==> src/rtl/conv_mac_pipe.sv <==
// Pipelined windowed multiply-accumulate: LANES products per beat, KERNEL_N/LANES beats
// per window, result held under a valid/ready handshake until the consumer takes it.
module conv_mac_pipe #(
    parameter int DATA_W   = 6,
    parameter int KERNEL_N = 25,
    parameter int LANES    = 5,
    parameter int OUT_W    = 18,
    parameter int SIGNED   = 0,
    parameter int RELU     = 0
) (
    input  logic                      clk,
    input  logic                      rst,
    input  logic                      in_valid,
    output logic                      in_ready,
    input  logic [LANES*DATA_W-1:0]   in_data,
    input  logic [LANES*DATA_W-1:0]   in_kernel,
    input  logic                      clear,
    output logic                      out_valid,
    input  logic                      out_ready,
    output logic [OUT_W-1:0]          out_data
);

    localparam int BEATS  = KERNEL_N / LANES;
    localparam int CNT_W  = (BEATS > 1) ? $clog2(BEATS) : 1;
    localparam int PROD_W = 2 * DATA_W;

    localparam logic IS_SIGNED = (SIGNED != 0);
    localparam logic DO_RELU   = (SIGNED != 0) && (RELU != 0);

    localparam logic [CNT_W-1:0] CNT_LAST = CNT_W'(BEATS - 1);
    localparam logic [CNT_W-1:0] CNT_ONE  = CNT_W'(1);

    localparam logic [1:0] ST_ACC   = 2'd0;
    localparam logic [1:0] ST_FLUSH = 2'd1;
    localparam logic [1:0] ST_HOLD  = 2'd2;

    logic [1:0]        r_state;
    logic [CNT_W-1:0]  r_count;
    logic              r_started;
    logic              r_s1Valid;
    logic              r_s1First;
    logic [PROD_W-1:0] r_prod [LANES];
    logic [OUT_W-1:0]  r_acc;

    logic              w_accept;
    logic              w_clearAcc;
    logic [PROD_W-1:0] w_prod [LANES];
    logic [OUT_W-1:0]  w_sum;

    // in_ready stays low for the first edge after reset via r_started
    assign in_ready   = r_started && (r_state == ST_ACC);
    assign out_valid  = (r_state == ST_HOLD);
    assign w_accept   = in_valid && in_ready && !clear;
    assign w_clearAcc = clear && (r_state == ST_ACC);

    // Operands are extended to the product width first so the truncated
    // product is correct for both unsigned and two's-complement inputs.
    for (genvar i = 0; i < LANES; i++) begin : g_lane
        logic [DATA_W-1:0] w_a;
        logic [DATA_W-1:0] w_b;
        logic [PROD_W-1:0] w_aExt;
        logic [PROD_W-1:0] w_bExt;
        assign w_a       = in_data[i*DATA_W +: DATA_W];
        assign w_b       = in_kernel[i*DATA_W +: DATA_W];
        assign w_aExt    = {{DATA_W{IS_SIGNED & w_a[DATA_W-1]}}, w_a};
        assign w_bExt    = {{DATA_W{IS_SIGNED & w_b[DATA_W-1]}}, w_b};
        assign w_prod[i] = w_aExt * w_bExt;
    end

    always_comb begin
        w_sum = '0;
        for (int i = 0; i < LANES; i++) begin
            w_sum = w_sum + {{(OUT_W-PROD_W){IS_SIGNED & r_prod[i][PROD_W-1]}}, r_prod[i]};
        end
    end

    always_ff @(posedge clk or posedge rst) begin
        if (rst) begin
            r_state   <= ST_ACC;
            r_count   <= '0;
            r_started <= 1'b0;
        end else begin
            r_started <= 1'b1;
            case (r_state)
                ST_ACC: begin
                    if (w_clearAcc) begin
                        r_count <= '0;
                    end else if (w_accept) begin
                        if (r_count == CNT_LAST) begin
                            r_count <= '0;
                            r_state <= ST_FLUSH;
                        end else begin
                            r_count <= r_count + CNT_ONE;
                        end
                    end
                end
                ST_FLUSH: r_state <= ST_HOLD;
                ST_HOLD: begin
                    if (out_ready) begin
                        r_state <= ST_ACC;
                    end
                end
                default: r_state <= ST_ACC;
            endcase
        end
    end

    // A clear blocks acceptance, so the stage-1 slot empties on that edge
    always_ff @(posedge clk or posedge rst) begin
        if (rst) begin
            r_s1Valid <= 1'b0;
            r_s1First <= 1'b0;
            for (int i = 0; i < LANES; i++) begin
                r_prod[i] <= '0;
            end
        end else begin
            r_s1Valid <= w_accept;
            r_s1First <= w_accept && (r_count == '0);
            if (w_accept) begin
                for (int i = 0; i < LANES; i++) begin
                    r_prod[i] <= w_prod[i];
                end
            end
        end
    end

    always_ff @(posedge clk or posedge rst) begin
        if (rst) begin
            r_acc <= '0;
        end else if (r_s1Valid) begin
            r_acc <= r_s1First ? w_sum : (r_acc + w_sum);
        end
    end

    assign out_data = (DO_RELU && r_acc[OUT_W-1]) ? '0 : r_acc;

endmodule

==> config.mk <==
export PLATFORM = sky130hd
export DESIGN_NAME = conv_mac_pipe
export DESIGN_NICKNAME = d
export VERILOG_FILES = /design/src/rtl/conv_mac_pipe.sv
export SDC_FILE = /design/constraint.sdc
export NUM_CORES = 1
export LEC_CHECK = 0
export CORE_MARGIN = 2
export CORE_UTILIZATION = 66
export DETAILED_ROUTE_END_ITERATION = 8
export GPL_TIMING_DRIVEN = 1
export MAX_ROUTING_LAYER = met4
export PLACE_DENSITY = 0.89
export SLEW_MARGIN = 20
export SYNTH_ARGS = -nofsm -noshare
export SYNTH_HDL_FRONTEND = slang
export SYNTH_SLANG_ARGS = --single-unit
==> constraint.sdc <==
create_clock -name clk -period 10.05 [get_ports clk]
set_input_delay 2.01 -clock clk [delete_from_list [all_inputs] [get_ports clk]]
set_output_delay 2.01 -clock clk [all_outputs]
set_load 0.005 [all_outputs]
==> results.yml, run 1 <==
timing:
  report.final.slew_viol_count: 0
  tightest_slew_ns: 0.739
  fin_crit_sh: 0.545
  setup_tns_ns: 0
  setup_violations: 0
  rsz0062_at_grt: "false"
  fin_skew_ns: 0.00929
  period_minus_slack_ns: 5.48
  fin_hold_ws_ns: 0.495
  hold_viol_final: 0
  slew_headroom: 0.507
  clock.fmax_mhz: 183
global_routing:
  overflow: 0
  grt_pass1_wl_um: 40100
  grt_usage: 0.284
  grt_max_degree: 77
  grt_pass1_vias: 8917
  antenna_found_initial: 0
layout:
  fin_util: 0.763
  final_cell_mix: "inv_1 (201), nand2_1 (162), ha_1 (132)"
  drive_gt1_frac: 0.0225
  mostFrequentLayoutCell: "inv_1"
  area_growth_pct: 11.9
  antenna_cells: 0
  nets: 1603
routing:
  avgRoutedWirePerCell_um: 15.1
  vias_per_cell: 5.68
  drt_iter0_drc: 443
  final_antenna_net_count: 0
  num_vias: 8546
  dr.pass1.iters: 5
  totalWireLength_um: 22700
  drc: 0
yosys:
  synthMuxAreaShare: 0.0158
  synth_edf_count: 0
  synthesis.nets: 1527
  synth_seq_cells: 86
  synth.avg_cell_area_um2: 9.02
  seq_area_frac_synth: 0.197
  synth_compound_area_frac: 0.122
  postSynth.asyncResetShare: 1.00
  synth-simple-area-share: 0.174
  synth_area_leaders: "fa_1 (22%), dfrtp_1 (20%), ha_1 (15%), inv_1 (7.0%), nand2_1 (5.6%)"
  synth_top_family_by_area: "adder cells"
  synthAdderAreaFrac: 0.374
  synth_cells: 1209
  synthDistinctLibCells: 58
  synth_top_area_cell: "fa_1"
  synth_xor_area_frac: 0.0345
  yosysTopAreaCellShare: 0.222
  yosysWarnings: 0
  synth-main-ff-cell: "dfrtp_1"
  syn-cell-area_mm2: 0.0109
status:
  status: "finished, final reports clean"
clocking:
  cts_sinks: 86
  cts.repair.resized: 0
  postCtsSetupBuffers: 0
  ctsHoldBuffers: 0
  htreeDepth: 3
  clk_latency_ns: 0.35
  max-clock-path-buffers: 2
  cts_buffers: 9
  clkSlewWorstSetupHoldPaths_ns: 0.07
  root_buffer: "clkbuf_16"
  cts_tree: "done"
floorplan:
  die_h_um: 133
  placeableCoreArea_mm2: 0.0160
  start_util: 0.681
  die_area_mm2: 0.0176
  rows: 46
  die_x_um: 133
  io_pins: 85
place:
  dp_hpwl_um: 18200
  port_buffers: 84
  place_congestion: 0.926
worst_setup_path:
  cp_data_arrival_time_ns: 5.68
  critPathCaptureType: "flop"
  critPathLaunchType: "input pin"
  r2r_slack_ns: 4.73
  cp_max_fo: 6
  critPathKind: "in -> reg"
  critPathRequiredTime_ns: 10.25
job:
  drv_cap: 0
hold_path:
  hold_class: "reg -> reg"
-- path summary, 6_finish.rpt --
check / from / endpoint / cells past startpoint
hold reg to reg: r_prod[21] / r_prod[21] / 2
setup reg to reg: r_prod[2] / out_data[17] / 19
max in group asynchronous: rst / r_prod[55] / 3
min in group asynchronous: rst / out_data[5] / 2
hold / removal: r_prod[21] / r_prod[21] / 2
setup / recovery: in_kernel[8] / r_prod[45] / 14
-- state kept, by name, summed over array words and instances, names as in the netlist --
name,flops
out_data,18
r_count,3
r_prod,60
r_s1First,1
r_s1Valid,1
r_started,1
r_state,2
-- area by class of cell --
type	instances	area, um^2
sequential	86	2150
fill	1113	3800
multi-input combinational	898	7860
clock buffer	12	246
clock inverter	3	45.0
inverter	203	763
timing repair buffer	87	863
tap	216	270
-- worst max-delay path, cell delays in order --
cell	delay [ns]
clkdlybuf4s50_1	0.50
and2_1	0.23
fa_1	0.53
inv_1	0.05
fa_1	0.46
fa_1	0.54
inv_1	0.04
ha_1	0.32
a21o_1	0.19
a21oi_1	0.23
o21bai_1	0.12
a21oi_1	0.21
xor2_1	0.16
o21ai_0	0.09
-- per-layer routing --
layer	GRT usage	up-vias	share of wire
met1	0.359	4190	0.44
met3	0.0330	45	0.037
met4	0.0729	0	0.021
li1	-	4093	-
met5	-	-	0
met2	0.488	218	0.51
-- stage by stage --
stage / cell area (um^2) / std cells / setup slack, ns
floorplan: 10900 / 1209 / 4.92
detailed placement: 11900 / 1490 / 4.21
CTS: 12200 / 1505 / 4.58
global placement: 11900 / 1490 / 4.32
finish: 12200 / 1505 / 4.57
global route: 12200 / 1505 / 4.34
-- kinds of logic after synthesis --
group	Yosys count
and+or+nand+nor	373
adders and majority gates	253
buffers and inverters	225
AOI/OAI and AO/OA	211
DFF	86
xor gates and xnor gates	43
muxes	17
other	1
-- Yosys cell counts (3+ instances only) --
master,n
a21o_1,29
a21oi_1,64
a221o_1,5
a31oi_1,14
and2_1,94
and3_1,4
buf_2,7
buf_6,3
clkbuf_1,10
dfrtp_1,86
fa_1,121
ha_1,132
inv_1,202
mux2i_1,15
nand2_1,162
nand2b_1,6
nand3_1,19
nand3b_1,8
nor2_1,31
nor2b_1,4
nor3b_1,25
nor4b_1,9
o211ai_1,6
o21a_1,3
o21ai_0,54
o21ai_1,3
o21bai_1,12
o31ai_1,3
xnor2_1,17
xor2_1,26
Power of run 1 is left out: the tool's default activity adds up to more than one toggle a clock period on the data nets, which glitch-free logic cannot reach.
==> run 2, diff against run 1 <==
- CORE_UTILIZATION: 66 -> 55
- PLACE_DENSITY: 0.89 -> 0.79
- clock period: 10.05 -> 4.5 ns (I/O delays scaled with it)
==> run 2 against run 1 <==
Net effect:
- the run now ends with setup timing left
- via count grew 9.6%
- largest cell class unchanged
- worst setup slack lost 4.8 ns
- register-to-register slack got worse by 5.0 ns
- utilization fell by 3.4 points
- sequential share of layout area is 2.5 points lower
- global-route usage decreased by 1.8 points
- worst hold slack got worse by 0.0063 ns
- routed wire length increased by 20%
- first-iteration DRC count increased by 33%
- sequential cell count is the same
- non-clock buffer count is 168 higher
- cell area rose by 16%
==> results.yml, run 2 (synthesized netlist as in run 1, its figures left out) <==
layout:
  top_register: "r_prod"
  drive_gt1_frac: 0.195
  largest_reg_flops: 60
  nets: 1771
  final_cell_mix: "inv_1 (181), nand2_1 (158), buf_4 (158)"
  mostFrequentLayoutCell: "inv_1"
  area_growth_pct: 30.0
  antenna_cells: 0
  final_cell_area_mm2: 0.0142
timing:
  rsz0062_at_grt: "true"
  slew_headroom: 0.534
  hold_viol_final: 0
  clock.fmax_mhz: 210
  tightest_slew_ns: 0.699
  setup_violations: 11
  setup_ws_ns: -0.255
  fin_skew_ns: 0.0107
  period_minus_slack_ns: 4.76
  report.final.slew_viol_count: 0
  fin_crit_sh: 1.06
clocking:
  clkSlewWorstSetupHoldPaths_ns: 0.07
  cts_tree: "done"
  ctsHoldBuffers: 0
  cts_sinks: 86
  max-clock-path-buffers: 2
  clk_latency_ns: 0.36
  root_buffer: "clkbuf_16"
  htreeDepth: 3
  cts_buffers: 9
routing:
  topRoutingLayerUsed: "met4"
  drc: 0
  met3WireLength_um: 1170
  vias_per_cell: 5.43
  dr.pass1.iters: 7
  totalWireLength_um: 27200
  wl_met1_um: 11300
  route.met2.wl_um: 13900
  final_antenna_net_count: 0
  num_vias: 9364
  drt_iter0_drc: 590
  avgRoutedWirePerCell_um: 15.8
worst_setup_path:
  r2r_slack_ns: -0.26
  crit_top_cell: "inv_2"
  critPathLaunchType: "flop"
  r2r_start: "r_prod[5]"
  cp_max_fo: 5
  cp_data_arrival_time_ns: 5.00
  crit_chain: "inv_2 > fa_1 > inv_2 > fa_1 > inv_2 > fa_1 > inv_2 > ha_4 > o211ai_1 > o21ai_4 > a31oi_4 > xnor2_2 > ha_4 > buf_6 > nand4_1 > nor2b_2 > a2111oi_4 > buf_6 > o2bb2ai_4 > a21oi_2 > a221o_1"
  worst-path-buf-inv: 6
  max_stage_delay_ns: 0.55
  critPathTopFamily: "adder cells"
  r2r-end: "out_data[13]"
  slowest_stage: "fa_1"
  reg2regPathDepth: 21
  critPathCaptureType: "flop"
  critPathKind: "reg -> reg"
  critPathRequiredTime_ns: 4.74
floorplan:
  io_pins: 85
  die_area_mm2: 0.0210
  start_util: 0.560
  placeableCoreArea_mm2: 0.0195
  die_x_um: 145
  die_h_um: 145
  rows: 51
hold_path:
  hold_class: "reg -> reg"
  hold_start: "r_prod[56]"
  holdPathEnd: "r_prod[56]"
  whs_path_depth: 2
global_routing:
  grt_usage: 0.265
  antenna_found_initial: 0
  overflow: 0
  grt_pass1_wl_um: 43400
  grt_max_degree: 73
  grt_pass1_vias: 9468
place:
  port_buffers: 84
  dp_hpwl_um: 19900
  dpl_cell_area_mm2: 0.0131
  place_congestion: 0.883
status:
  violations: "setup timing"
  status: "finished, violations left"
job:
  drv_cap: 0
[run 2: how the worst max path moves through the flow]
stage | from | to | slack (ns) | depth (start not counted)
global placement | r_prod[25] | out_data[12] | -0.19 | 19
floorplan | r_prod[25] | out_data[12] | -0.1 | 19
detailed placement | r_prod[3] | out_data[17] | -0.34 | 20
global route | r_prod[25] | out_data[16] | -0.45 | 20
finish | r_prod[5] | out_data[13] | -0.26 | 21
CTS | r_prod[14] | out_data[13] | -0.18 | 20
[run 2: stage by stage]
step / hold slack [ns] / util / TNS (ns) / instances / worst slack, ns
finish: 0.489 / 0.728 / -2.08 / 1723 / -0.255
global route: 0.513 / 0.728 / -4.08 / 1723 / -0.449
CTS: 0.487 / 0.710 / -0.985 / 1711 / -0.178
detailed placement: 0.466 / 0.675 / -3.91 / 1676 / -0.343
global placement: 0.465 / 0.675 / -1.43 / 1676 / -0.186
floorplan: 0.445 / - / -0.130 / 1209 / -0.0990
[run 2: tightest hold or removal path: cells and delay by family (launching register included)]
kind / cells / cell delay, ns
AOI/OAI and AO/OA: 1 / 0.06
DFF: 1 / 0.34
and+or+nand+nor: 1 / 0.05
[run 2: routing by layer]
| metal | vias to the layer above | track usage |
|---|---|---|
| met5 | - | - |
| met4 | 0 | 0.0869 |
| met3 | 63 | 0.0395 |
| met2 | 246 | 0.447 |
| met1 | 4619 | 0.331 |
| li1 | 4436 | - |
[run 2: repair_timing]
item / in CTS / in global routing
buffers inserted: 19 / 12
resized for setup: 50 / 54
gates cloned: 0 / 0
endpoints found under the setup margin: 12 / 12
pin swaps: 45 / 41
[run 2: cell type report]
class | count | area (um^2)
Fill cell | 1336 | 5290
Tap cell | 265 | 332
Timing Repair Buffer | 255 | 2190
Inverter | 203 | 763
Sequential cell | 86 | 2150
Multi-Input combinational cell | 898 | 8450
Clock inverter | 6 | 45.0
Clock buffer | 10 | 239
Power of run 2 is left out for the same reason.
